**config.mk**
```make
export PLATFORM = sky130hd
export DESIGN_NAME = audio_note_scheduler
export DESIGN_NICKNAME = d
export VERILOG_FILES = /design/src/rtl/audio_note_scheduler.sv
export SDC_FILE = /design/constraint.sdc
export NUM_CORES = 1
export LEC_CHECK = 0
export CAP_MARGIN = 20
export CELL_PAD_IN_SITES_DETAIL_PLACEMENT = 2
export CELL_PAD_IN_SITES_GLOBAL_PLACEMENT = 2
export CORE_ASPECT_RATIO = 0.8
export CORE_MARGIN = 4
export CORE_UTILIZATION = 45
export CTS_BUF_LIST = sky130_fd_sc_hd__clkbuf_16
export DETAILED_ROUTE_END_ITERATION = 7
export GPL_ROUTABILITY_DRIVEN = 0
export PLACE_DENSITY = 0.8
export SETUP_SLACK_MARGIN = 0.02
export SLEW_MARGIN = 15
export SYNTH_ARGS = -nofsm -noshare
export SYNTH_HDL_FRONTEND = slang
export SYNTH_SLANG_ARGS = --single-unit
```
**constraint.sdc**
```tcl
create_clock -name i_clk -period 5.5 [get_ports i_clk]
set_input_delay 0.825 -clock i_clk [delete_from_list [all_inputs] [get_ports i_clk]]
set_output_delay 0.825 -clock i_clk [all_outputs]
set_load 0.01 [all_outputs]
```
**src/rtl/audio_note_scheduler.sv**
```systemverilog
`default_nettype none
// ============================================================================
//  Module   : audio_note_scheduler
//  Purpose  : Memory-mapped tone sequencer. Note commands (duration in ticks,
//             half-period in prescaler units) are queued in a small FIFO and
//             played back to back as a square wave on the PWM duty input.
//  Revision : 1.0 - initial release
// ----------------------------------------------------------------------------
//  Ports
//    i_clk           system clock, single domain
//    i_rst_n         asynchronous reset, active low
//    i_cmd_valid     write strobe from the IO decode
//    i_cmd_data      [31:16] duration in ticks, [15:0] half-period (0 = rest)
//    o_cmd_ready     FIFO not full; a push happens only on valid && ready
//    i_flush         drop all queued notes and abort the current note
//    i_volume        duty value driven during the high phase of the tone
//    o_duty_cycle    registered duty value to the PWM serializer
//    o_audio_enable  1 while a note is playing
//    o_busy          1 while the sequencer is active or notes are queued
//    o_fifo_count    number of queued commands, 0..DEPTH
//    o_note_done     one-cycle pulse when a note finishes
// ============================================================================
module audio_note_scheduler #(
    parameter int DEPTH          = 8,
    parameter int TICK_DIV       = 50000,
    parameter int PRESCALE_SHIFT = 4
) (
    input  logic                     i_clk,
    input  logic                     i_rst_n,
    input  logic                     i_cmd_valid,
    input  logic [31:0]              i_cmd_data,
    output logic                     o_cmd_ready,
    input  logic                     i_flush,
    input  logic [9:0]               i_volume,
    output logic [9:0]               o_duty_cycle,
    output logic                     o_audio_enable,
    output logic                     o_busy,
    output logic [$clog2(DEPTH):0]   o_fifo_count,
    output logic                     o_note_done
);

    localparam int AW = $clog2(DEPTH);
    localparam int CW = AW + 1;
    localparam int TW = (TICK_DIV > 1) ? $clog2(TICK_DIV) : 1;
    localparam int PW = PRESCALE_SHIFT + 1;

    localparam logic [CW-1:0] c_FULL     = CW'(DEPTH);
    localparam logic [TW-1:0] c_TICK_MAX = TW'(TICK_DIV - 1);
    localparam logic [PW-1:0] c_PRE_MAX  = PW'((1 << PRESCALE_SHIFT) - 1);

    typedef enum logic [1:0] {
        S_IDLE = 2'd0,
        S_LOAD = 2'd1,
        S_PLAY = 2'd2
    } state_t;

    // ------------------------------------------------------------------
    // Command FIFO
    // ------------------------------------------------------------------
    logic [31:0]   r_mem [DEPTH];
    logic [AW-1:0] r_rd_ptr;
    logic [AW-1:0] r_wr_ptr;
    logic [CW-1:0] r_count;
    logic [CW-1:0] w_count_nxt;
    logic          w_push;
    logic          w_pop;
    logic [31:0]   w_head;

    state_t        r_state;
    logic [15:0]   r_dur;
    logic [15:0]   r_half_reload;
    logic [15:0]   r_half_cnt;
    logic [PW-1:0] r_pre;
    logic [TW-1:0] r_tick;
    logic          r_phase;
    logic [9:0]    r_duty;
    logic          r_audio_en;
    logic          r_busy;
    logic          r_note_done;

    logic          w_tone_toggle;
    logic          w_phase_nxt;
    logic [9:0]    w_play_duty;

    assign o_cmd_ready = (r_count != c_FULL);
    // flush wins over a concurrent push; LOAD always consumes the head entry
    assign w_push      = i_cmd_valid && o_cmd_ready && !i_flush;
    assign w_pop       = (r_state == S_LOAD) && !i_flush;
    assign w_head      = r_mem[r_rd_ptr];

    always_comb begin
        w_count_nxt = r_count;
        if (i_flush) begin
            w_count_nxt = '0;
        end else if (w_push && !w_pop) begin
            w_count_nxt = r_count + CW'(1);
        end else if (w_pop && !w_push) begin
            w_count_nxt = r_count - CW'(1);
        end
    end

    always_ff @(posedge i_clk) begin
        if (w_push) begin
            r_mem[r_wr_ptr] <= i_cmd_data;
        end
    end

    always_ff @(posedge i_clk or negedge i_rst_n) begin
        if (!i_rst_n) begin
            r_rd_ptr <= '0;
            r_wr_ptr <= '0;
            r_count  <= '0;
        end else begin
            r_count <= w_count_nxt;
            if (i_flush) begin
                r_rd_ptr <= '0;
                r_wr_ptr <= '0;
            end else begin
                if (w_push) r_wr_ptr <= r_wr_ptr + AW'(1);
                if (w_pop)  r_rd_ptr <= r_rd_ptr + AW'(1);
            end
        end
    end

    // ------------------------------------------------------------------
    // Tone phase look-ahead: the duty register is loaded with the value
    // that matches the phase after this edge.
    // ------------------------------------------------------------------
    assign w_tone_toggle = (r_half_reload != 16'd0) && (r_pre == c_PRE_MAX) &&
                           (r_half_cnt == 16'd1);
    assign w_phase_nxt   = r_phase ^ w_tone_toggle;
    assign w_play_duty   = ((r_half_reload != 16'd0) && w_phase_nxt) ? i_volume : 10'd0;

    // ------------------------------------------------------------------
    // Sequencer FSM with registered outputs
    // ------------------------------------------------------------------
    always_ff @(posedge i_clk or negedge i_rst_n) begin
        if (!i_rst_n) begin
            r_state       <= S_IDLE;
            r_dur         <= '0;
            r_half_reload <= '0;
            r_half_cnt    <= '0;
            r_pre         <= '0;
            r_tick        <= '0;
            r_phase       <= 1'b1;
            r_duty        <= '0;
            r_audio_en    <= 1'b0;
            r_busy        <= 1'b0;
            r_note_done   <= 1'b0;
        end else begin
            r_note_done <= 1'b0;
            if (i_flush) begin
                r_state       <= S_IDLE;
                r_dur         <= '0;
                r_half_reload <= '0;
                r_half_cnt    <= '0;
                r_pre         <= '0;
                r_tick        <= '0;
                r_phase       <= 1'b1;
                r_duty        <= '0;
                r_audio_en    <= 1'b0;
                r_busy        <= 1'b0;
            end else begin
                case (r_state)
                    S_IDLE: begin
                        r_duty     <= '0;
                        r_audio_en <= 1'b0;
                        if (r_count != '0) begin
                            r_state <= S_LOAD;
                            r_busy  <= 1'b1;
                        end else begin
                            r_state <= S_IDLE;
                            r_busy  <= (w_count_nxt != '0);
                        end
                    end

                    S_LOAD: begin
                        r_dur         <= w_head[31:16];
                        r_half_reload <= w_head[15:0];
                        r_half_cnt    <= w_head[15:0];
                        r_pre         <= '0;
                        r_tick        <= '0;
                        r_phase       <= 1'b1;
                        if (w_head[31:16] != 16'd0) begin
                            r_state    <= S_PLAY;
                            r_audio_en <= 1'b1;
                            r_busy     <= 1'b1;
                            r_duty     <= (w_head[15:0] != 16'd0) ? i_volume : 10'd0;
                        end else begin
                            // zero-duration note completes without playing
                            r_note_done <= 1'b1;
                            r_audio_en  <= 1'b0;
                            r_duty      <= '0;
                            // the head is being popped, so "more queued" means count > 1
                            if (r_count > CW'(1)) begin
                                r_state <= S_LOAD;
                                r_busy  <= 1'b1;
                            end else begin
                                r_state <= S_IDLE;
                                r_busy  <= (w_count_nxt != '0);
                            end
                        end
                    end

                    S_PLAY: begin
                        // rests leave the tone counters frozen
                        if (r_half_reload != 16'd0) begin
                            if (r_pre == c_PRE_MAX) begin
                                r_pre <= '0;
                                if (r_half_cnt == 16'd1) begin
                                    r_half_cnt <= r_half_reload;
                                end else begin
                                    r_half_cnt <= r_half_cnt - 16'd1;
                                end
                            end else begin
                                r_pre <= r_pre + PW'(1);
                            end
                        end
                        r_phase <= w_phase_nxt;

                        if ((r_tick == c_TICK_MAX) && (r_dur == 16'd1)) begin
                            r_tick      <= '0;
                            r_dur       <= '0;
                            r_note_done <= 1'b1;
                            r_audio_en  <= 1'b0;
                            r_duty      <= '0;
                            if (r_count != '0) begin
                                r_state <= S_LOAD;
                                r_busy  <= 1'b1;
                            end else begin
                                r_state <= S_IDLE;
                                r_busy  <= (w_count_nxt != '0);
                            end
                        end else begin
                            if (r_tick == c_TICK_MAX) begin
                                r_tick <= '0;
                                r_dur  <= r_dur - 16'd1;
                            end else begin
                                r_tick <= r_tick + TW'(1);
                            end
                            r_state    <= S_PLAY;
                            r_audio_en <= 1'b1;
                            r_busy     <= 1'b1;
                            r_duty     <= w_play_duty;
                        end
                    end

                    default: begin
                        r_state    <= S_IDLE;
                        r_duty     <= '0;
                        r_audio_en <= 1'b0;
                        r_busy     <= (w_count_nxt != '0);
                    end
                endcase
            end
        end
    end

    assign o_duty_cycle   = r_duty;
    assign o_audio_enable = r_audio_en;
    assign o_busy         = r_busy;
    assign o_fifo_count   = r_count;
    assign o_note_done    = r_note_done;

endmodule
`default_nettype wire
```
== After elaboration in Yosys (flattened, before gate mapping) ==
Memories as Yosys holds them, arrays and structs flattened.
Cells that the tools add are included.

* Order comparisons: 1
* Bitwise operators: 1
* Add/subtract/negate cells: 8
* Multiplexer cells: 56
* Equality and inequality tests: 10
* Reduce and logical (&&, ||, !) cells: 25

{| class="wikitable"
|+ Operators with widths
! operator !! count
|-
| 2-to-1 mux 16 bit || 12
|-
| one-hot mux 16 bit (2 select lines) || 3
|-
| 2-to-1 mux 10 bit || 5
|-
| nonzero test 16 bit || 3
|-
| equality test 16 x 1 -> 1 bit, second input constant || 2
|-
| subtractor 16 x 1 -> 16 bit, second input constant || 2
|-
| one-hot mux 10 bit (2 select lines) || 1
|-
| adder 16 x 1 -> 16 bit, second input constant || 1
|-
| equality test 16 bit, second input constant || 1
|-
| 2-to-1 mux 1 bit || 16
|-
| 2-to-1 mux 5 bit || 3
|-
| 2-to-1 mux 3 bit || 4
|-
| 2-to-1 mux 4 bit || 3
|-
| one-hot mux 5 bit (2 select lines) || 1
|-
| logical AND 1 bit || 9
|-
| != test 4 bit, second input constant || 2
|-
| nonzero test 4 bit || 2
|-
| adder 3 x 1 -> 3 bit, second input constant || 2
|-
| 2-to-1 mux 2 bit || 3
|-
| != test 3 bit, second input constant || 2
|-
| one-hot mux 1 bit (2 select lines) || 3
|-
| one-hot mux 2 bit (3 select lines) || 1
|-
| nonzero test 2 bit || 3
|-
| adder 5 x 1 -> 5 bit, second input constant || 1
|-
| 13 further kinds || 16
|}

* Register bits: 95
* Memories kept: 1
* Output and inout bits: 18
* Input port bits: 46
* Bits in writable memories: 256
* Word-level logic and storage cells: 116

{| class="wikitable"
|+ Memories
! memory !! depth !! width !! rd ports !! clocked after memory_dff !! write ports !! RTL line !! source
|-
| r_mem || 8 || 32 || 1 || 0 || 1 || 60 || <nowiki>logic [31:0] r_mem [DEPTH];</nowiki>
|}

== Longest topological paths before layout ==
* Depth in word-level cells: 13
* Gate-level depth with buffers: 10
* Gate-level depth less buffers: 9

== Worst setup path before layout ==
No wires, ideal clock.

* Kind: input-to-reg
* Start point: in i_flush
* End point: mem r_mem[0][0], enable pin
* Setup time: 461 ps
* Slack: 1189 ps
* Path buffers: 2
* Stages: 4
* Data required time: 5039 ps
* Data arrival time: 3850 ps
* Path through: clkbuf_1 -> buf_1 -> or3_1 -> nor3_1

* Longest elaborated chain between the ends: 4

{| class="wikitable"
|+ Ends and longest elaborated chain
! what !! RTL line !! source
|-
| from (decl) || 33 || <nowiki>input logic i_flush,</nowiki>
|-
| logical NOT 1 bit || 87 || <nowiki>assign w_push = i_cmd_valid && o_cmd_ready && !i_flush;</nowiki>
|-
| logical AND 1 bit || 87 ||
|-
| 2-to-1 mux 1 bit || 103 || <nowiki>if (w_push) begin</nowiki>
|-
| 2-to-1 mux 1 bit (not written as such) || 104 || <nowiki>r_mem[r_wr_ptr] <= i_cmd_data;</nowiki>
|-
| to (decl) || 60 ||
|}

Every way passes these cells.

== Final worst setup path ==
* Start point: reg r_rd_ptr[0]
* End point: reg r_duty[5] (netlist: o_duty_cycle[5])

* Longest elaborated chain between the ends: 6
* Elaborated cells between the ends (all ways): 7
* Classes of those cells: 4 x mux; 2 x reduce/logical; 1 x memory

{| class="wikitable"
|+ Ends and longest elaborated chain
! what !! RTL line !! source
|-
| from (decl) || 61 || <nowiki>logic [AW-1:0] r_rd_ptr;</nowiki>
|-
| from (signal assigned) || 120 || <nowiki>if (w_pop) r_rd_ptr <= r_rd_ptr + AW'(1);</nowiki>
|-
| memory read (8 x 32 bit) * || - ||
|-
| nonzero test 16 bit || 188 || <nowiki>r_duty <= (w_head[15:0] != 16'd0) ? i_volume : 10'd0;</nowiki>
|-
| 2-to-1 mux 10 bit || 188 ||
|-
| 2-to-1 mux 10 bit * || 184 || <nowiki>if (w_head[31:16] != 16'd0) begin</nowiki>
|-
| one-hot mux 10 bit (2 select lines) * || 164 || <nowiki>case (r_state)</nowiki>
|-
| 2-to-1 mux 10 bit * || 152 || <nowiki>if (i_flush) begin</nowiki>
|-
| to (signal assigned) || 188 ||
|-
| to (signal assigned) || 244 || <nowiki>r_duty <= w_play_duty;</nowiki>
|-
| to (decl) || 76 || <nowiki>logic [9:0] r_duty;</nowiki>
|}

Mark *: on every way between the ends. The rest lies on a longest branch, timed or not.
A chain may end at the register's enable or synchronous reset.

==> flow_summary_export.csv <==
group,metric,value,unit
synthesis,netlist_area,0.0150,mm²
synthesis,yosysSeqAreaShare,0.671,
clocking,cts_tree,"yes",
cells_and_area,finish.utilization,0.533,
timing,clock_skew,0.0226,ns
power_and_ir_drop,p_leak,5.96,nW
global_routing,grt_usage,0.243,
timing,fin_crit_sh,0.733,
global_routing,grt_pass1_vias,10100,
detailed_routing,wl_met3,2410,µm
clocking,cts_root_buf,"clkbuf_16",
synthesis,synth_area_leaders,"edfxtp_1, dfrtp_1, mux4_2",
detailed_routing,via_per_inst,6.12,
timing,tightest_slew,1.11,ns
timing,final.setup.tns,0,ns
critical_path,startpoint_type,"flip-flop",
die,design.die.area,0.0363,mm²
cells_and_area,final_cell_mix,"edfxtp_1, dfrtp_1, nor2_1, nand2_1, mux4_2",
global_routing,antenna_found_initial,0,
die,initial_utilization,0.458,
placed_design,dpl.hpwl,27600,µm
placed_design,dp.cells,1447,
timing,rsz0062_at_grt,"no",
power_and_ir_drop,worst_ir_drop_vdd,272,µV
synthesis,yosysTopAreaCellShare,0.513,
critical_path,worstPathRequired,5.91,ns
cells_and_area,n_antenna_cell,0,
critical_path,rr_worst_depth,9,
timing,min_period,4.03,ns
detailed_routing,ant_nets,0,
synthesis,synth_edf_count,256,
synthesis,async_flop_share,0.271,
cells_and_area,layoutNonFillerInstCount,1514,
global_routing,grt_pass1_wl,66400,µm
power_and_ir_drop,total_power,8.16,mW
critical_path,path_cells,"buf_4 -> buf_4 -> mux4_2 -> mux2i_1 -> nand4_1 -> nor4_2 -> o32a_1 -> nor2_2 -> and2_1",
cells_and_area,n_fill_cell,2949,
clocking,htreeDepth,2,
die,die_h,171,µm
clocking,clkSinkCount,351,
job,cap_violations,0,
clocking,postCtsSetupBuffers,0,
detailed_routing,drc,0,
power_and_ir_drop,power.density,468,mW/mm²
clocking,path_clk_slew,0.06,ns
clocking,ctsLongestPathBuffers,3,
detailed_routing,drt_iter0_drc,673,
cells_and_area,nets,1122,
timing,setup_viol,0,
synthesis,ys_seq_elements,351,
clocking,numCtsBuffers,37,
critical_path,worstSetupEndpointType,"flip-flop",
die,num_rows,59,
detailed_routing,top_layer_used,"met4",
placed_design,portBuffers,63,
cells_and_area,drive_gt1_frac,0.153,
critical_path,cpMostUsedCell,"buf_4",
synthesis,synthFlopType,"edfxtp_1",
timing,fmax,248,MHz
clocking,postCtsHoldBufs,0,
detailed_routing,drtPass1Iterations,4,
critical_path,cp.buffers_inverters,2,
cells_and_area,area_growth,16.2,%
synthesis,synth_nets,1045,
synthesis,synth.largest_area_cell,"edfxtp_1",
clocking,cts_resized,0,
die,boundaryPins,64,
worst_hold_path,hold_class,"in -> async",
critical_path,cp_data_arrival_time,4.45,ns
synthesis,synth_cell_types,67,
detailed_routing,vias,9261,
synthesis,syn_area_per_cell,15.2,µm²
cells_and_area,layout.cells.most_common,"edfxtp_1",
die,core_area,0.0327,mm²
clocking,insertion_delay,0.55,ns
critical_path,path_class,"reg -> reg",
critical_path,max_stage_delay,0.77,ns
global_routing,grt_max_degree,54,
global_routing,grt-ovfl-total,0,
detailed_routing,routed-wl-met2,21100,µm
critical_path,ff2ff_setup_slack,1.47,ns
timing,slew_viol_final,0,
critical_path,critPathMaxFanout,26,
synthesis,yosys_warnings,0,
detailed_routing,wl_met1,19600,µm
timing,relSlewSlack,0.256,
timing,hold_viol,0,
critical_path,crit_family,"simple AND/OR/NAND/NOR gates",
die,die_w,212,µm
critical_path,slowest_stage,"dfrtp_4",
status,status,"complete, no violations",
synthesis,postSynthCellCount,984,
detailed_routing,totalWireLength,43900,µm
critical_path,worstReg2RegEnd,"o_duty_cycle[5]",
critical_path,critical_path.startpoint,"r_rd_ptr[0]",
detailed_routing,wire_per_inst,29.0,µm
critical_path,reg2reg_from,"r_rd_ptr[0]",
## worst max-delay path by stage
stage | endpoint | slack, ns | cells after the start
2_1_floorplan | r_mem[0][0] | 1.19 | 4
4_1_cts | o_duty_cycle[5] | 1.40 | 9
3_5_place_dp | r_dur[13] | 1.47 | 7
6_report | o_duty_cycle[5] | 1.47 | 9
3_3_place_gp | r_dur[12] | 1.53 | 7
5_1_grt | o_duty_cycle[5] | 1.23 | 9
## cells in the mapped netlist (4+ instances only)
master and number:
clkbuf_1 23, o22ai_1 8, and2_1 13, mux2i_1 35, ha_1 15, nand4b_1 4
nand4_1 13, nand2_1 65, buf_1 6, edfxtp_1 256, nand3_1 17, buf_2 10
nor4_1 11, nor2_1 75, o21ai_0 51, a21oi_1 33, dfrtp_1 94, o31ai_1 6
or3_1 6, mux4_2 64, and3_1 5, a211oi_1 17, xor2_1 18, o211ai_1 4
nand2b_1 6, nor2b_1 7, nor3_1 20, a22o_1 16, inv_1 12, xnor2_1 13
a31oi_1 5
## cell type report
| type | instances | area [µm²] | area share |
|---|---|---|---|
| timing repair buffer | 86 | 891 | 0.0511 |
| clock inverter | 27 | 224 | 0.0129 |
| sequential | 351 | 10100 | 0.578 |
| inverter | 12 | 45.0 | 0.00259 |
| tap | 427 | 534 | 0.0307 |
| multi-input combinational | 573 | 4700 | 0.270 |
| clock buffer | 38 | 951 | 0.0546 |
## stage by stage
stage	hold slack, ns	worst slack (ns)	instance area (µm²)
finish	0.335	1.47	17400
global route	0.374	1.23	17400
CTS	0.352	1.40	17400
detailed placement	0.516	1.47	16200
global placement	0.503	1.53	16100
floorplan	0.471	1.19	15000
## metal layers
| metal | track usage | vias up |
|---|---|---|
| li1 | - | 3985 |
| met1 | 0.347 | 4923 |
| met2 | 0.397 | 291 |
| met3 | 0.0467 | 62 |
| met4 | 0.0479 | 0 |
| met5 | 0 | - |
## worst register-to-register path: stages (launching register included)
cell	delay [ns]
dfrtp_4	0.77
buf_4	0.50
buf_4	0.33
mux4_2	0.57
mux2i_1	0.33
nand4_1	0.20
nor4_2	0.62
o32a_1	0.31
nor2_2	0.10
and2_1	0.19
## flip-flops by register name, indices dropped and copies added, names as in the netlist, 2 cells and up
| name | cells |
|---|---|
| r_state | 2 |
| r_half_cnt | 16 |
| r_wr_ptr | 3 |
| o_fifo_count | 4 |
| r_half_reload | 16 |
| r_tick | 16 |
| r_pre | 5 |
| r_mem | 256 |
| r_rd_ptr | 3 |
| o_duty_cycle | 10 |
| r_dur | 16 |
## report_power, final
group | switching (mW) | internal (mW)
sequential | 0.326 | 3.10
clock | 1.08 | 1.41
combinational | 1.31 | 0.944
## cells by family after synthesis
| logic type | Yosys count | synth area share |
|---|---|---|
| flip-flops | 351 | 0.671 |
| AND/OR/NAND/NOR | 267 | 0.0902 |
| multiplexers | 101 | 0.121 |
| adder cells (fa/ha/maj) | 15 | 0.0125 |
| XOR/XNOR | 31 | 0.0181 |
| buffers and inverters | 60 | 0.0193 |
| AO/OA/AOI/OAI | 159 | 0.0674 |
Note: power is estimated with default switching activity, not from simulation.
